--- config.mk ---
export PLATFORM = sky130hd
export DESIGN_NAME = debug_run_controller
export DESIGN_NICKNAME = d
export VERILOG_FILES = /design/src/rtl/debug_run_controller.sv
export SDC_FILE = /design/constraint.sdc
export NUM_CORES = 1
export LEC_CHECK = 0
export ABC_AREA = 1
export CAP_MARGIN = 20
export CORE_UTILIZATION = 53
export CTS_CLUSTER_SIZE = 16
export DETAILED_ROUTE_END_ITERATION = 6
export PLACE_DENSITY = 0.95
export SYNTH_ARGS = -nofsm -noshare
export SYNTH_HDL_FRONTEND = slang
export SYNTH_SLANG_ARGS = --single-unit
--- constraint.sdc ---
create_clock -name i_clk -period 4.9 [get_ports i_clk]
set_input_delay 1.47 -clock i_clk [delete_from_list [all_inputs] [get_ports i_clk]]
set_output_delay 1.47 -clock i_clk [all_outputs]
set_load 0.02 [all_outputs]
--- src/rtl/debug_run_controller.sv ---
// rtl/debug_run_controller.sv - debug unit run/step/halt sequencer and register-bank UART dumper
module debug_run_controller #(
  parameter int NUM_REGS   = 32,
  parameter int DATA_WIDTH = 32,
  parameter int ADDR_WIDTH = 5
) (
  input  logic                  i_clk,
  input  logic                  i_reset,
  input  logic [7:0]            i_rx_data,
  input  logic                  i_rx_valid,
  input  logic                  i_tx_busy,
  output logic [7:0]            o_tx_data,
  output logic                  o_tx_start,
  input  logic                  i_program_end,
  input  logic [DATA_WIDTH-1:0] i_reg_content,
  output logic                  o_halt,
  output logic [ADDR_WIDTH-1:0] o_reg_read,
  output logic                  o_busy,
  output logic                  o_program_done
);

  localparam int NB = DATA_WIDTH / 8;
  localparam int BW = (NB > 1) ? $clog2(NB) : 1;

  typedef enum logic [2:0] {
    S_HALTED, S_RUN, S_STEP, S_DUMP_ADDR,
    S_DUMP_LATCH, S_DUMP_SEND, S_DUMP_GUARD, S_DUMP_WAIT
  } state_t;

  state_t                r_state, w_next;
  logic [DATA_WIDTH-1:0] r_shift;
  logic [BW-1:0]         r_byte_cnt;
  logic [ADDR_WIDTH-1:0] r_reg_cnt;

  logic w_cmd_run, w_cmd_step, w_cmd_halt, w_cmd_dump;
  logic w_set_done, w_dump_start, w_latch, w_send, w_shift, w_next_reg, w_dump_end;

  assign w_cmd_run  = i_rx_valid && (i_rx_data == 8'h43);
  assign w_cmd_step = i_rx_valid && (i_rx_data == 8'h53);
  assign w_cmd_halt = i_rx_valid && (i_rx_data == 8'h48);
  assign w_cmd_dump = i_rx_valid && (i_rx_data == 8'h52);

  // The pipeline only advances in RUN and for the single STEP cycle.
  assign o_halt     = !((r_state == S_RUN) || (r_state == S_STEP));
  assign o_reg_read = r_reg_cnt;

  always_ff @(posedge i_clk or posedge i_reset) begin
    if (i_reset) r_state <= S_HALTED;
    else         r_state <= w_next;
  end

  always_comb begin
    w_next       = r_state;
    w_set_done   = 1'b0;
    w_dump_start = 1'b0;
    w_latch      = 1'b0;
    w_send       = 1'b0;
    w_shift      = 1'b0;
    w_next_reg   = 1'b0;
    w_dump_end   = 1'b0;
    case (r_state)
      S_HALTED: begin
        if (w_cmd_run && !o_program_done) begin
          w_next = S_RUN;
        end else if (w_cmd_step && !o_program_done) begin
          w_next = S_STEP;
        end else if (w_cmd_dump) begin
          w_next       = S_DUMP_ADDR;
          w_dump_start = 1'b1;
        end
      end
      S_RUN: begin
        if (i_program_end) begin
          w_set_done   = 1'b1;
          w_dump_start = 1'b1;
          w_next       = S_DUMP_ADDR;
        end else if (w_cmd_halt) begin
          w_next = S_HALTED;
        end else if (w_cmd_dump) begin
          w_dump_start = 1'b1;
          w_next       = S_DUMP_ADDR;
        end
      end
      S_STEP: begin
        if (i_program_end) begin
          w_set_done   = 1'b1;
          w_dump_start = 1'b1;
          w_next       = S_DUMP_ADDR;
        end else begin
          w_next = S_HALTED;
        end
      end
      S_DUMP_ADDR:  w_next = S_DUMP_LATCH;
      S_DUMP_LATCH: begin
        w_latch = 1'b1;
        w_next  = S_DUMP_SEND;
      end
      S_DUMP_SEND: begin
        if (!i_tx_busy) begin
          w_send = 1'b1;
          w_next = S_DUMP_GUARD;
        end
      end
      // Gives the transmitter a cycle to raise busy before it is polled.
      S_DUMP_GUARD: w_next = S_DUMP_WAIT;
      S_DUMP_WAIT: begin
        if (!i_tx_busy) begin
          if (r_byte_cnt != '0) begin
            w_shift = 1'b1;
            w_next  = S_DUMP_SEND;
          end else if (r_reg_cnt == ADDR_WIDTH'(NUM_REGS - 1)) begin
            w_dump_end = 1'b1;
            w_next     = S_HALTED;
          end else begin
            w_next_reg = 1'b1;
            w_next     = S_DUMP_ADDR;
          end
        end
      end
      default: w_next = S_HALTED;
    endcase
  end

  always_ff @(posedge i_clk or posedge i_reset) begin
    if (i_reset) begin
      o_tx_start     <= 1'b0;
      o_tx_data      <= 8'h00;
      o_busy         <= 1'b0;
      o_program_done <= 1'b0;
      r_shift        <= '0;
      r_byte_cnt     <= '0;
      r_reg_cnt      <= '0;
    end else begin
      o_tx_start <= w_send;
      if (w_send)     o_tx_data      <= r_shift[DATA_WIDTH-1 -: 8];
      if (w_set_done) o_program_done <= 1'b1;
      if (w_dump_start)    o_busy <= 1'b1;
      else if (w_dump_end) o_busy <= 1'b0;
      if (w_latch) begin
        r_shift    <= i_reg_content;
        r_byte_cnt <= BW'(NB - 1);
      end else if (w_shift) begin
        r_shift    <= r_shift << 8;
        r_byte_cnt <= r_byte_cnt - BW'(1);
      end
      if (w_dump_end)      r_reg_cnt <= '0;
      else if (w_next_reg) r_reg_cnt <= r_reg_cnt + ADDR_WIDTH'(1);
    end
  end

endmodule

==> impl_summary.txt, run 1 <==
----------------------------------------------------
[Outcome]
  Run status ... completed

[Synthesis]
  Post-synthesis cell type with the largest combined area ... sky130_fd_sc_hd__dfrtp_1
  Share of synthesized flip-flops with an asynchronous set or reset ... 100%
  Cells taking the most area after synthesis ... sky130_fd_sc_hd__dfrtp_1 (52%), sky130_fd_sc_hd__nand2_1 (9.9%), sky130_fd_sc_hd__nand3_1 (7.4%), sky130_fd_sc_hd__inv_1 (5.4%), sky130_fd_sc_hd__a21oi_1 (4.7%)
  Post-synth cell types ... 22
  Cell area after synthesis ... 2570 um2
  Seq/Total Area, Yosys ... 51.7%
  Flops & latches, synth ... 53
  Post-synthesis share of cell area spent on xor and xnor gates ... 0%
  Warning count from the yosys run ... 0
  Arithmetic-cell share of the synthesized area counting full adders, half adders and majority gates ... between 1 and 1.5%
  Compound-cell area share of the yosys netlist ... ~15%
  Area fraction of the dominant cell type after synthesis ... 51.7%
  Synthesized Nets ... 360
  Gate Count Post-Synth ... between 300 and 400
  Simple-gate share of the synthesized area ... about a quarter
  Multiplexer area fraction after synthesis ... 0%
  Dominant combinational cell family by area after synthesis ... simple AND/OR/NAND/NOR gates
  Commonest register cell after synthesis ... sky130_fd_sc_hd__dfrtp_1
  Mean instance size in the synthesized netlist ... 8.23 um2
  Number of synthesized flops with an enable pin ... 0

[Timing]
  Sum Neg Setup Slack ... 0 ps
  Tcrit/Tclk final ... 67.2%
  Hold violation total from the final report ... 0
  Post-layout minimum cycle time ... between 3000 and 4000 ps
  Max-slew violation total from the final report ... 0
  Upper clock frequency limit ... 0.304 GHz
  Setup Viol. Count Final ... 0
  Post-Route Hold Slack ... 479 ps
  Clk_skew ... around 7.6 ps
  RSZ-0062 raised after global routing ... false
  Max-slew headroom at the worst pin ... ~36%
  Pin slew with the least headroom to its limit ... ~960 ps

[Clock network]
  Count of buffers added by post-CTS timing repair for setup ... 0
  Clock sink count ... 53
  TritonCTS clock tree ... done
  Maximum level of the CTS H-tree ... 2
  Number of gates given a new drive strength after cts ... 0
  Post-CTS clock slew at the launch and capture registers of the worst setup and hold paths ... 90 ps
  Count of hold buffers inserted by post-cts repair ... 0
  Number of buffers inserted during clock tree synthesis ... 5
  Maximum root-to-sink buffer count ... 2
  Root cell of the clock tree ... sky130_fd_sc_hd__clkbuf_8
  Worst skew pair latency ... between 300 and 400 ps

[Worst setup path]
  CP Data Required Time ... 3430 ps
  Slowest-stage cell, CP ... sky130_fd_sc_hd__clkdlybuf4s50_1
  Buffers & Inverters on Critical Path ... 3
  Cell type group with the largest total delay on the critical path ... buffers and inverters
  Cells along the critical path ... inv_1 -> nor2_1 -> nand2_1 -> nand2_1 -> inv_1 -> clkdlybuf4s50_1
  Category of the worst setup path launch point ... register
  Endpoint kind of the worst setup timing path ... output pin
  Critical path peak fanout ... 5
  Type of the setup path with the least slack ... register to output pin
  Arrival @ worst endpoint ... around 1800 ps
  Stage delay of the slowest cell on the critical path ... between 500 and 600 ps

[Placed design]
  Half-perimeter wire length of the detailed placement result ... between 3 and 4 mm
  Port-buffer cells ... a little over 60
  Placed Instance Area ... 3190 um2
  Placer's final routability congestion estimate ... around 0.87
  Cell total after placement ... 413

[Routing]
  Routed length per instance ... roughly 12 um
  Vias per std cell ... 5.20
  Initial DRT Pass Iterations ... 4
  DR iter-0 viols ... 158
  Via count ... 2194
  Remaining routing DRC violations ... 0
  Number of nets with antenna violations after routing ... 0
  Total detailed-routing wirelength ... 5.11 mm

[Power and ir drop]
  Clock power frac ... 15.5%
  Pwr/cell area ... 584 nW/um2
  Switching power total ... 0.000756 W
  Cell-internal power ... 0.00118 W
  Reg power frac ... 38.2%
  IR drop worst, VDD ... 0.312 mV
  Combinational share of power ... 46.3%
  Switching fraction of total power ... 39.0%
  Static Leak ... 1.58 nW

[Cells and area]
  Cell area after layout ... 3320 um2
  Fraction of final layout cells sized beyond drive strength 1 ... roughly 6.5%
  Post-route insts no fill ... 422
  Count of inserted antenna diode cells ... 0
  # nets final ... 417
  Filler Cell Count ... 319
  Layout overhead on the synthesized area ... 29.2%

[Floorplanning]
  Core Region ... approximately 4500 um2
  Vertical extent of the die ... slightly above 70 um
  Total number of placement rows ... 24
  Initial core utilization ... 57.0%
  Top Ports ... 62
  Area of the die ... about 5100 um2
  Horiz. Die Dim ... 71.6 um

[Flow run]
  Max-cap violations ... 0

[GRT]
  Global Route Usage Sum ... 21.6%
  Antenna violations before repair ... 0
  Vias in the first global route ... 2005
  Global-route wire length before repair ... roughly 8.6 mm
  Maximum number of pins on one net before global-route repair ... 60
  Overflow after GRT ... 0

[Min path]
  Min-delay worst type ... register to register

----------------------------------------------------
[registers in the layout, indices dropped and copies added, names as in the netlist]
register        cells
o_busy              1
o_program_done      1
o_reg_read          5
o_tx_data           8
o_tx_start          1
r_byte_cnt          2
r_shift            32
r_state             3
[power groups by stage]
stage | logic, W | registers (W) | clock network (W)
after floorplan | 0.000580 | 0.000803 | 0
after global placement | 0.000850 | 0.000742 | 0
after detailed placement | 0.000891 | 0.000751 | 0
after CTS | 0.000900 | 0.000741 | 0.000305
after global routing | 0.00101 | 0.000765 | 0.000319
final | 0.000898 | 0.000741 | 0.000300
[layout by cell type (no fill, tap or decap), types with 2 or more instances in the layout]
master and instances:
sky130_fd_sc_hd__ha_1 3, sky130_fd_sc_hd__inv_2 5, sky130_fd_sc_hd__o21ai_0 4, sky130_fd_sc_hd__nor2_1 24, sky130_fd_sc_hd__nand2_2 4, sky130_fd_sc_hd__nand4_1 2
sky130_fd_sc_hd__inv_1 36, sky130_fd_sc_hd__o221a_1 5, sky130_fd_sc_hd__a31oi_1 8, sky130_fd_sc_hd__a21oi_1 24, sky130_fd_sc_hd__clkbuf_8 5, sky130_fd_sc_hd__nor2_4 3
sky130_fd_sc_hd__clkdlybuf4s50_1 61, sky130_fd_sc_hd__o21ai_1 17, sky130_fd_sc_hd__o221a_2 3, sky130_fd_sc_hd__dfrtp_1 53, sky130_fd_sc_hd__nand2_1 68, sky130_fd_sc_hd__nand3_1 38
[stage by stage]
step	setup WS (ps)	total power (W)	util, %
2_1_floorplan	2140	0.00138	-
3_3_place_gp	1410	0.00159	70.7
3_5_place_dp	1360	0.00164	70.7
4_1_cts	1610	0.00195	73.2
5_1_grt	1490	0.00209	73.7
6_report	1610	0.00194	73.7
[synthesized netlist by cell type (4+ instances only)]
cell type	number
sky130_fd_sc_hd__nand2_1	68
sky130_fd_sc_hd__dfrtp_1	53
sky130_fd_sc_hd__nand3_1	38
sky130_fd_sc_hd__inv_1	37
sky130_fd_sc_hd__a21oi_1	24
sky130_fd_sc_hd__nor2_1	24
sky130_fd_sc_hd__o21ai_1	17
sky130_fd_sc_hd__buf_2	10
sky130_fd_sc_hd__a31oi_1	8
sky130_fd_sc_hd__o221a_1	5
sky130_fd_sc_hd__inv_2	4
sky130_fd_sc_hd__nand2_2	4
sky130_fd_sc_hd__o21ai_0	4
[layer usage]
| layer | global-route usage (%) | up-vias | routed length (um) |
|---|---|---|---|
| li1 | - | 1149 | - |
| met1 | 28.1 | 994 | 2380 |
| met2 | 36.4 | 44 | 2450 |
| met3 | 3.52 | 7 | 185 |
| met4 | 8.50 | 0 | 87 |
| met5 | 0 | - | 0 |
[worst paths after layout]
check,cells after the start,from,slack [ps],endpoint
min in group asynchronous,2,i_reset,1390,o_program_done
worst max register to register,5,r_state[0],2400,r_shift[28]
worst min-delay path,2,o_tx_data[2],480,o_tx_data[2]
worst max-delay path,6,r_state[0],1610,o_halt
worst min register to register,2,o_tx_data[2],480,o_tx_data[2]
max in group asynchronous,3,i_reset,3030,o_reg_read[4]
[worst register-to-register path: cells and delay by family, from the launching register on]
family	cells	cell delay, ps
and+or+nand+nor	4	1780
AOI/OAI and AO/OA	1	160
DFF	1	440
[layout make-up]
cell class / instances / area [um2] / area share (%)
sequential: 53 / 1330 / 40.0
multi-input combinational: 206 / 1030 / 31.0
timing repair buffer: 62 / 631 / 19.0
inverter: 41 / 154 / 4.64
clock buffer: 5 / 68.8 / 2.07
tap: 52 / 65.1 / 1.96
clock inverter: 3 / 43.8 / 1.32
[kinds of logic after synthesis]
group	after synthesis
DFF	53
adders and majority gates	3
AOI/OAI and AO/OA	62
and+or+nand+nor	141
buffers and inverters	53
(Power assumes the default switching activity.)
==> run 2: changes to the inputs <==
--- a/config.mk
+++ b/config.mk
@@ -7,10 +7,10 @@
 export LEC_CHECK = 0
 export ABC_AREA = 1
 export CAP_MARGIN = 20
-export CORE_UTILIZATION = 53
+export CORE_UTILIZATION = 45
 export CTS_CLUSTER_SIZE = 16
 export DETAILED_ROUTE_END_ITERATION = 6
-export PLACE_DENSITY = 0.95
+export PLACE_DENSITY = 0.89
 export SYNTH_ARGS = -nofsm -noshare
 export SYNTH_HDL_FRONTEND = slang
 export SYNTH_SLANG_ARGS = --single-unit
==> constraint.sdc (replaced) <==
create_clock -name i_clk -period 2.9 [get_ports i_clk]
set_input_delay 0.87 -clock i_clk [delete_from_list [all_inputs] [get_ports i_clk]]
set_output_delay 0.87 -clock i_clk [all_outputs]
set_load 0.02 [all_outputs]
==> impl_summary.txt, run 2 (synthesis results as in run 1) <==
----------------------------------------------------
[Routing]
  Total detailed-routing wirelength ... 5.22 mm
  Initial DRT Pass Iterations ... 4
  Vias per std cell ... 4.96
  DR iter-0 viols ... 138
  Routed length per instance ... approximately 12 um
  Number of nets with antenna violations after routing ... 0
  Remaining routing DRC violations ... 0
  Via count ... 2218

[Floorplanning]
  Horiz. Die Dim ... a little under 80 um
  Initial core utilization ... a little under half
  Core Region ... between 5000 and 6000 um2
  Area of the die ... 6010 um2
  Total number of placement rows ... 27
  Vertical extent of the die ... 77.5 um
  Top Ports ... 62

[Cells and area]
  Cell area after layout ... 3360 um2
  Commonest non-fill, non-tap cells in the layout ... sky130_fd_sc_hd__nand2_1 (68), sky130_fd_sc_hd__clkdlybuf4s50_1 (61), sky130_fd_sc_hd__dfrtp_1 (53), sky130_fd_sc_hd__nand3_1 (38), sky130_fd_sc_hd__inv_1 (36)
  Post-route insts no fill ... 447
  Count of inserted antenna diode cells ... 0
  Fraction of final layout cells sized beyond drive strength 1 ... 7.47%
  # nets final ... around 420
  Number of flip-flops under the largest register name ... 32
  Register bank with the most flops ... r_shift
  Layout overhead on the synthesized area ... 30.7%
  Most common cell after layout, fill and taps aside ... sky130_fd_sc_hd__nand2_1

[Worst setup path]
  Category of the worst setup path launch point ... register
  Type of the setup path with the least slack ... register to output pin
  R2r endpoint ... r_shift[30]
  Arrival @ worst endpoint ... 1800 ps
  Reg2Reg Setup Slack ... just over 1000 ps
  Cell count of the worst reg-to-reg path ... 6
  Endpoint kind of the worst setup timing path ... output pin
  Critical path peak fanout ... 5
  CP Data Required Time ... 2030 ps
  Launch instance of the worst register-to-register path ... r_state[1]

[Min path]
  Min-delay worst type ... register to register
  Endpoint of the worst hold-timing path ... r_byte_cnt[0]
  Min-delay src ... r_byte_cnt[0]
  Worst hold path depth ... 1

[Placed design]
  Placed Instance Area ... 3270 um2
  Port-buffer cells ... 61
  Pre-CTS setup slack ... roughly 580 ps
  Half-perimeter wire length of the detailed placement result ... between 3 and 4 mm
  Cell total after placement ... 439
  Placer's final routability congestion estimate ... between 0.8 and 0.9

[Clock network]
  Count of buffers added by post-CTS timing repair for setup ... 0
  TritonCTS clock tree ... done
  Worst skew pair latency ... 310 ps
  Number of buffers inserted during clock tree synthesis ... 5
  Count of hold buffers inserted by post-cts repair ... 0
  Number of gates given a new drive strength after cts ... 0
  Maximum root-to-sink buffer count ... 2
  Post-CTS clock slew at the launch and capture registers of the worst setup and hold paths ... 90 ps
  Maximum level of the CTS H-tree ... 2
  Clock sink count ... 53
  Root cell of the clock tree ... sky130_fd_sc_hd__clkbuf_8

[Timing]
  Post-Route Hold Slack ... between 400 and 500 ps
  Post-route setup slack ... 231 ps
  Post-layout minimum cycle time ... roughly 2700 ps
  Max-slew headroom at the worst pin ... 70.3%
  Upper clock frequency limit ... 0.375 GHz
  Clk_skew ... roughly 10 ps
  Hold violation total from the final report ... 0
  Max-slew violation total from the final report ... 0
  Setup Viol. Count Final ... 0
  Pin slew with the least headroom to its limit ... 446 ps
  RSZ-0062 raised after global routing ... false
  Tcrit/Tclk final ... 92.0%
  Sum Neg Setup Slack ... 0 ps

[Power and ir drop]
  Pwr/cell area ... 955 nW/um2
  Static Leak ... 1.58 nW
  IR drop worst, VDD ... 0.383 mV

[GRT]
  Global-route wire length before repair ... 8.83 mm
  Overflow after GRT ... 0
  Global Route Usage Sum ... 18.7%
  Vias in the first global route ... a little over 2000
  Antenna violations before repair ... 0
  Maximum number of pins on one net before global-route repair ... 39

[Flow run]
  Max-cap violations ... 0

[Outcome]
  Run status ... completed

----------------------------------------------------
## run 2: changes by cell type in the layout (fill, tap and decap cells not counted)
cell                         change
sky130_fd_sc_hd__clkinv_2        -1
sky130_fd_sc_hd__inv_6           -1
sky130_fd_sc_hd__buf_4           +5
sky130_fd_sc_hd__clkinvlp_4      +2
sky130_fd_sc_hd__clkbuf_1        +1
sky130_fd_sc_hd__bufinv_16       -1
## run 2: how the worst max path moves through the flow
| stage | start | to | cells past startpoint |
|---|---|---|---|
| final | r_state[0] | o_halt | 6 |
| after global routing | r_state[0] | o_halt | 6 |
| after CTS | r_state[0] | o_halt | 6 |
| after floorplan | i_reset | o_busy | 1 |
| after detailed placement | i_tx_busy | r_shift[25] | 7 |
| after global placement | i_tx_busy | r_shift[26] | 7 |
## run 2: power breakdown
part / switching [W] / total, W / leakage, nW / internal [W]
sequential: 0.000169 / 0.00126 / 0.622 / 0.00109
clock: 0.000237 / 0.000407 / 0.0374 / 0.000170
combinational: 0.000858 / 0.00154 / 0.923 / 0.000678
## run 2: through the flow
stage,utilization (%),power (W)
2_1_floorplan,-,0.00234
3_3_place_gp,59.4,0.00274
3_5_place_dp,59.4,0.00282
4_1_cts,60.9,0.00323
5_1_grt,60.9,0.00349
6_report,60.9,0.00320
## run 2: area by class of cell
class,count,area (um2)
clock inverter,2,15.0
timing repair buffer,67,668
multi-input combinational,206,1030
inverter,41,154
sequential,53,1330
tap,72,90.1
clock buffer,6,72.6
fill,486,2150
## run 2: worst max-delay path, stage by stage (launching register included)
cell and delay (ps):
sky130_fd_sc_hd__dfrtp_1 420, sky130_fd_sc_hd__inv_1 90, sky130_fd_sc_hd__nor2_1 170, sky130_fd_sc_hd__nand2_1 110, sky130_fd_sc_hd__nand2_1 100, sky130_fd_sc_hd__inv_1 60, sky130_fd_sc_hd__clkdlybuf4s50_1 530
## run 2: metal layers
metal,share of wire [%],global-route usage (%)
met1,45,24.3
met2,49,31.0
met3,4.6,3.29
met4,1.2,7.17
met5,0,0
==> run 3: changes to the inputs <==
--- a/config.mk
+++ b/config.mk
@@ -10,6 +10,7 @@
 export CORE_UTILIZATION = 45
 export CTS_CLUSTER_SIZE = 16
 export DETAILED_ROUTE_END_ITERATION = 6
+export MAX_ROUTING_LAYER = met4
 export PLACE_DENSITY = 0.89
 export SYNTH_ARGS = -nofsm -noshare
 export SYNTH_HDL_FRONTEND = slang
==> impl_summary.txt, run 3 (synthesis results as in run 1) <==
----------------------------------------------------
[GRT]
  Vias in the first global route ... 2093
  Overflow after GRT ... 0
  Antenna violations before repair ... 0
  Maximum number of pins on one net before global-route repair ... 54
  Global Route Usage Sum ... 19.1%
  Global-route wire length before repair ... 8.88 mm

[Floorplanning]
  Core Region ... 5510 um2
  Top Ports ... 62
  Initial core utilization ... 46.6%
  Area of the die ... 6010 um2
  Total number of placement rows ... 27
  Vertical extent of the die ... 77.5 um
  Horiz. Die Dim ... approximately 78 um

[Power and ir drop]
  Clock power frac ... 15.1%
  Switching power total ... about 0.0013 W
  IR drop worst, VDD ... ~0.39 mV
  Combinational share of power ... 47.0%
  Reg power frac ... roughly 38%
  Pwr/cell area ... between 900 and 1000 nW/um2
  Total Power ... 0.00330 W
  Switching fraction of total power ... between 30% and 40%
  Static Leak ... about 1.6 nW
  Cell-internal power ... 0.00203 W

[Worst setup path]
  Stage delay of the slowest cell on the critical path ... 600 ps
  Slowest-stage cell, CP ... sky130_fd_sc_hd__clkdlybuf4s50_1
  Cells along the critical path ... inv_1 -> nor2_1 -> nand2_1 -> nand2_1 -> inv_1 -> clkdlybuf4s50_1
  Type of the setup path with the least slack ... register to output pin
  Endpoint kind of the worst setup timing path ... output pin
  Buffers & Inverters on Critical Path ... 3
  CP Data Required Time ... 2030 ps
  Critical path peak fanout ... 5
  Category of the worst setup path launch point ... register
  Arrival @ worst endpoint ... 1780 ps
  Cell type group with the largest total delay on the critical path ... buffers and inverters

[Clock network]
  TritonCTS clock tree ... done
  Number of buffers inserted during clock tree synthesis ... 5
  Count of hold buffers inserted by post-cts repair ... 0
  Root cell of the clock tree ... sky130_fd_sc_hd__clkbuf_8
  Worst skew pair latency ... 300 ps
  Count of buffers added by post-CTS timing repair for setup ... 0
  Post-CTS clock slew at the launch and capture registers of the worst setup and hold paths ... 90 ps
  Clock sink count ... 53
  Maximum level of the CTS H-tree ... 2
  Number of gates given a new drive strength after cts ... 0
  Maximum root-to-sink buffer count ... 2

[Cells and area]
  Number of flip-flops under the largest register name ... 32
  Filler Cell Count ... 480
  Register bank with the most flops ... r_shift
  Layout overhead on the synthesized area ... 31.7%
  Cell area after layout ... 3380 um2
  Most common cell after layout, fill and taps aside ... sky130_fd_sc_hd__nand2_1
  Core Util, Final ... 61.4%
  Count of inserted antenna diode cells ... 0
  Commonest non-fill, non-tap cells in the layout ... sky130_fd_sc_hd__nand2_1 (68), sky130_fd_sc_hd__clkdlybuf4s50_1 (61), sky130_fd_sc_hd__dfrtp_1 (53), sky130_fd_sc_hd__nand3_1 (38), sky130_fd_sc_hd__inv_1 (36)
  # nets final ... 422
  Fraction of final layout cells sized beyond drive strength 1 ... 7.73%

[Timing]
  RSZ-0062 raised after global routing ... false
  Sum Neg Setup Slack ... 0 ps
  Pin slew with the least headroom to its limit ... 452 ps
  Setup Viol. Count Final ... 0
  Tcrit/Tclk final ... around nine tenths
  Post-layout minimum cycle time ... 2650 ps
  Clk_skew ... 7.43 ps
  Upper clock frequency limit ... 0.377 GHz
  Max-slew violation total from the final report ... 0
  Post-Route Hold Slack ... 481 ps
  Max-slew headroom at the worst pin ... a little over two thirds
  Hold violation total from the final report ... 0

[Placed design]
  Port-buffer cells ... 61
  Placer's final routability congestion estimate ... 0.852
  Placed Instance Area ... 3270 um2
  Half-perimeter wire length of the detailed placement result ... ~3.9 mm

[Routing]
  Vias per std cell ... 5.08
  DR iter-0 viols ... between 100 and 150
  Remaining routing DRC violations ... 0
  Routed length per instance ... 11.7 um
  Initial DRT Pass Iterations ... 5
  Number of nets with antenna violations after routing ... 0
  Via count ... 2271
  Total detailed-routing wirelength ... between 5 and 6 mm

[Outcome]
  Run status ... completed

[Min path]
  Min-delay worst type ... register to register

[Flow run]
  Max-cap violations ... 0

----------------------------------------------------
==> run 3: cell count changes in the layout (fill, tap and decap cells not counted) <==
| cell | before | now |
|---|---|---|
| sky130_fd_sc_hd__clkinvlp_4 | 2 | 0 |
| sky130_fd_sc_hd__inv_6 | 0 | 1 |
| sky130_fd_sc_hd__bufinv_16 | 0 | 1 |
| sky130_fd_sc_hd__clkbuf_1 | 1 | 0 |
| sky130_fd_sc_hd__clkinv_2 | 0 | 1 |
==> run 3: path summary, 6_finish.rpt <==
kind                              start             end  slack [ps]  depth (start not counted)
max in group asynchronous       i_reset          o_busy        1750                          3
max reg2reg                  r_state[1]     r_shift[10]        1030                          5
min in group asynchronous       i_reset  o_program_done         920                          3
max                          r_state[0]          o_halt         250                          6
min                        o_tx_data[3]    o_tx_data[3]         480                          2
min reg2reg                o_tx_data[3]    o_tx_data[3]         480                          2
==> run 3: area by class of cell <==
type / instances / area, um2 / area share [%]
flip-flops and latches: 53 / 1330 / 39.2
clock buffers: 5 / 68.8 / 2.04
multi-input cells: 206 / 1030 / 30.5
clock inverters: 3 / 43.8 / 1.30
repair buffers: 67 / 668 / 19.8
inverters: 41 / 154 / 4.55
well taps: 72 / 90.1 / 2.66
==> run 3: metrics by stage <==
stage	worst slack (ps)	cells
floorplan	744	312
global placement	593	439
detailed placement	536	439
CTS	259	447
global route	168	447
finish	250	447
==> run 3: layer usage <==
layer  track usage (%)  vias to the layer above  wire length [um]
met4              6.42                        0                70
met1              22.9                     1050              2400
li1                  -                     1155                 -
met2              32.0                       60              2540
met3              4.12                        6               230
met5                 -                        -                 0
==> run 3: worst reg2reg max path, stage by stage (launching register included) <==
cell and delay [ps]:
sky130_fd_sc_hd__dfrtp_1 450, sky130_fd_sc_hd__nor2_1 230, sky130_fd_sc_hd__nand2_2 290, sky130_fd_sc_hd__nand2_2 460
sky130_fd_sc_hd__buf_4 270, sky130_fd_sc_hd__a21oi_1 80
==> run 3: power groups by stage <==
stage / logic [W] / clock network [W] / registers [W]
floorplan: 0.000980 / 0 / 0.00136
global placement: 0.00148 / 0 / 0.00125
detailed placement: 0.00156 / 0 / 0.00127
CTS: 0.00156 / 0.000515 / 0.00125
global route: 0.00175 / 0.000550 / 0.00129
finish: 0.00155 / 0.000498 / 0.00125
